**src/rtl/sar_value_finder.sv**
```systemverilog
// Successive-approximation search: drives trial values into an external
// a >= b comparator and recovers a MSB first.
module sar_value_finder #(
    parameter int WIDTH = 8
) (
    input  logic             clk,
    input  logic             reset,
    input  logic             start,
    input  logic             agreqb,
    output logic [WIDTH-1:0] b_out,
    output logic             busy,
    output logic             done,
    output logic [WIDTH-1:0] result
);

    localparam int IW = (WIDTH > 1) ? $clog2(WIDTH) : 1;
    localparam logic [IW-1:0] TOP = IW'(WIDTH - 1);
    localparam logic [WIDTH-1:0] MSB = {1'b1, {(WIDTH-1){1'b0}}};

    typedef enum logic [1:0] {
        IDLE,
        TEST,
        DONE
    } state_t;

    state_t           state_q;
    logic [WIDTH-1:0] b_q;
    logic [WIDTH-1:0] trial_d;
    logic [WIDTH-1:0] result_q;
    logic [IW-1:0]    idx_q;
    logic             busy_q;
    logic             done_q;

    // Resolve the current bit, then raise the next lower trial bit.
    always_comb begin
        trial_d = b_q;
        trial_d[idx_q] = agreqb;
        if (idx_q != '0) begin
            trial_d[idx_q - IW'(1)] = 1'b1;
        end
    end

    always_ff @(posedge clk or posedge reset) begin
        if (reset) begin
            state_q  <= IDLE;
            b_q      <= '0;
            idx_q    <= TOP;
            result_q <= '0;
            busy_q   <= 1'b0;
            done_q   <= 1'b0;
        end else begin
            case (state_q)
                IDLE: begin
                    done_q <= 1'b0;
                    if (start) begin
                        state_q <= TEST;
                        b_q     <= MSB;
                        idx_q   <= TOP;
                        busy_q  <= 1'b1;
                    end else begin
                        b_q <= '0;
                    end
                end
                TEST: begin
                    b_q <= trial_d;
                    if (idx_q != '0) begin
                        idx_q <= idx_q - IW'(1);
                    end else begin
                        result_q <= trial_d;
                        state_q  <= DONE;
                        busy_q   <= 1'b0;
                        done_q   <= 1'b1;
                    end
                end
                DONE: begin
                    state_q <= IDLE;
                    b_q     <= '0;
                    idx_q   <= TOP;
                    done_q  <= 1'b0;
                end
                default: begin
                    state_q <= IDLE;
                    b_q     <= '0;
                    idx_q   <= TOP;
                    busy_q  <= 1'b0;
                    done_q  <= 1'b0;
                end
            endcase
        end
    end

    assign b_out  = b_q;
    assign busy   = busy_q;
    assign done   = done_q;
    assign result = result_q;

endmodule

```
**config.mk**
```make
export PLATFORM = sky130hd
export DESIGN_NAME = sar_value_finder
export DESIGN_NICKNAME = d
export VERILOG_FILES = /design/src/rtl/sar_value_finder.sv
export SDC_FILE = /design/constraint.sdc
export NUM_CORES = 1
export LEC_CHECK = 0
export ABC_AREA = 1
export BUFFER_PORTS_ARGS = -buffer_cell sky130_fd_sc_hd__clkbuf_2
export CORE_MARGIN = 5
export CORE_UTILIZATION = 45
export CTS_BUF_LIST = sky130_fd_sc_hd__clkbuf_16
export DETAILED_ROUTE_END_ITERATION = 8
export GPL_ROUTABILITY_DRIVEN = 0
export PLACE_DENSITY = 0.66
export SYNTH_ARGS = -nofsm -noshare
export SYNTH_HDL_FRONTEND = slang
export SYNTH_SLANG_ARGS = --single-unit
```
**constraint.sdc**
```tcl
create_clock -name clk -period 1.3 [get_ports clk]
set_input_delay 0.325 -clock clk [delete_from_list [all_inputs] [get_ports clk]]
set_output_delay 0.325 -clock clk [all_outputs]
set_load 0.02 [all_outputs]
```
==> flow_metrics.env <==
export IMPL_worstMarginPinSlew_ns=0.430
export IMPL_regArea_sq_um=583
export IMPL_failed_checks="negative setup slack"
export IMPL_p_leak_uw=0.000870
export IMPL_drive_above_1_share=0.431
export IMPL_critPathKind="reg2reg"
export IMPL_synth_seq_area_share=0.476
export IMPL_initial_core_util=0.482
export IMPL_tritoncts="done"
export IMPL_synth_area_sq_um=1220
export IMPL_status="finished with violations"
export IMPL_worstPathRequired_ns=1.48
export IMPL_grt_pass1_vias=1047
export IMPL_die_w_microns=62.0
export IMPL_numClockSinks=23
export IMPL_clockBufferDepth=2
export IMPL_rsz0062_at_grt="yes"
export IMPL_synth_edf_count=0
export IMPL_start_kind="flip-flop"
export IMPL_setup_slack_ns=-0.0618
export IMPL_hp_class="in2async"
export IMPL_dp_cells=206
export IMPL_fin_crit_ns=1.36
export IMPL_overflow=0
export IMPL_max_freq_mhz=734
export IMPL_yosysWarnings=0
export IMPL_multi_input_area_sq_um=677
export IMPL_ctsHtreeMaxLevel=1
export IMPL_antenna_found_initial=0
export IMPL_antenna_cells=0
export IMPL_crit_arrival_ns=1.54
export IMPL_wl_per_cell_microns=13.5
export IMPL_die_h_microns=62.0
export IMPL_io_pins=22
export IMPL_ant_nets=0
export IMPL_rows=18
export IMPL_drv_slew=0
export IMPL_stdcell_count=218
export IMPL_fin_crit_sh=1.05
export IMPL_drtPass1Iterations=4
export IMPL_grt_first_pass_wirelength_microns=4680
export IMPL_r2r_start="idx_q[0]$_DFFE_PP1P_"
export IMPL_setup_tns_ns=-0.311
export IMPL_max_cap_violations=0
export IMPL_finalPower_uw=4970
export IMPL_drtIter0Drc=45
export IMPL_dieArea_sq_um=3840
export IMPL_drc=0
export IMPL_grt_max_degree=24
export IMPL_critPathLaunch="idx_q[0]$_DFFE_PP1P_"
export IMPL_vias=1062
export IMPL_path_clk_slew_ns=0.06
export IMPL_setup_violations=10
export IMPL_dp_hpwl_microns=1980
export IMPL_fin_area_sq_um=1680
export IMPL_syn_instance_count=149
export IMPL_cts_hold_buf=0
export IMPL_postSynth_asyncResetShare=1.00
export IMPL_slew_headroom=0.713
export IMPL_cellPowerDensity_nw_per_um2=2950
export IMPL_areaGrowthSynthToFinish_pct=38.3
export IMPL_clock_latency_ns=0.25
export IMPL_place_area_sq_um=1430
export IMPL_yosys_cell_types_count=20
export IMPL_fin_nets=195
export IMPL_grt_usage=0.163
export IMPL_routed_wl_microns=2940
export IMPL_io_buffer_count=21
export IMPL_synth_ff_type="dfrtp_1"
export IMPL_syn_area_per_cell_sq_um=8.16
export IMPL_cts_root_buf="clkbuf_16"
export IMPL_path_max_fanout=4
export IMPL_synth_nets=155
export IMPL_numCtsBuffers=3
export IMPL_irDropWorstVdd_mv=1.68
export IMPL_hold_viol=0
export IMPL_worstSetupEndpointType="flip-flop"
export IMPL_coreArea_sq_um=2520
export IMPL_skew_ns=0.00362
export IMPL_ys_ff_latch=23
export IMPL_routed_via_density=4.87
export IMPL_fill_cells=203
## per-stage QoR
step           hold slack [ns]  setup WS, ns  utilization
2_1_floorplan            0.325       -0.0167            -
3_3_place_gp             0.359       -0.0521        0.565
3_5_place_dp             0.366       -0.0748        0.565
4_1_cts                 0.0946       -0.0416        0.612
5_1_grt                  0.121        -0.149        0.667
6_report                0.0882       -0.0618        0.667
## worst max-delay path: stages (launching register included)
cell and delay [ns]:
dfstp_2 0.56, inv_4 0.05, ha_4 0.17, inv_2 0.07
nand2_4 0.06, nand2_4 0.08, nand2_2 0.06, nor2_1 0.11
nor2_1 0.05, nor2_1 0.08
## area by class of cell
class / instances / share of cell area
flip-flops and latches: 23 / 0.347
clock buffers: 3 / 0.0446
well taps: 30 / 0.0223
repair inverters: 1 / 0.00372
repair buffers: 36 / 0.132
multi-input cells: 110 / 0.403
inverters: 14 / 0.0461
clock inverters: 1 / 0.00223
## per-layer routing
layer,vias to the layer above,part of all wire,GRT usage,routed length [microns]
met1,490,0.47,0.227,1390
met4,0,0.0075,0.0545,22
met3,4,0.023,0.0186,67
met5,-,0,0,0
li1,552,-,-,-
met2,16,0.50,0.263,1460
## layout by cell type, fill, tap and decap left out, drive strengths merged
cell type	n
inv	16
a21oi	3
dfrtp	20
o21ai	7
clkbuf	24
buf	15
dfstp	3
nand4	5
nand2	48
ha	2
nor2	26
nand3	19
## power breakdown
part	internal, uW	switching (uW)	leakage, uW
clock network	410	233	0.0000423
registers	1060	235	0.000287
logic	1150	1880	0.000540
## kinds of logic after synthesis
family          after synthesis  synth area share
buf+inv                      17            0.0802
fa+ha+maj                     2            0.0206
flops                        23             0.476
compound gates               10            0.0504
simple gates                 97             0.372
## final timing paths
path,end,cells past startpoint,slack (ns)
min in group clk,idx_q[2]$_DFFE_PP1P_,4,0.40
worst min-delay path,result[1]$_DFFE_PP0P_,3,0.09
max in group asynchronous,idx_q[0]$_DFFE_PP1P_,3,0.93
worst max register to register,b_out[4]$_DFF_PP0_,9,-0.06
worst max-delay path,b_out[4]$_DFF_PP0_,9,-0.06
worst min register to register,result[3]$_DFFE_PP0P_,2,0.48
## timing repair
item                                    4_1_cts  5_1_grt
endpoints found under the setup margin       13       16
pin swaps                                     0       10
gates resized for setup                       9       22
setup buffers                                 2        4
gates cloned                                  0        2
## state kept, by name, indices dropped and copies added, names as in the netlist
name,flops
b_out,8
result,8
state_q,2
idx_q,3
busy,1
done,1
## Yosys cell counts (2+ instances only)
cell type,instances,area (sq um)
o21ai_1,4,20.0
buf_6,2,22.5
dfrtp_1,20,500
inv_2,4,15.0
nand4_1,5,31.3
nor2_1,25,93.8
nand3_1,18,90.1
dfstp_2,3,78.8
ha_1,2,25.0
a21oi_1,3,15.0
nand2_2,3,18.8
inv_8,2,22.5
inv_1,8,30.0
o21ai_0,2,10.0
nand2_1,42,158
nand2_8,2,40.0
(Power assumes the default switching activity.)
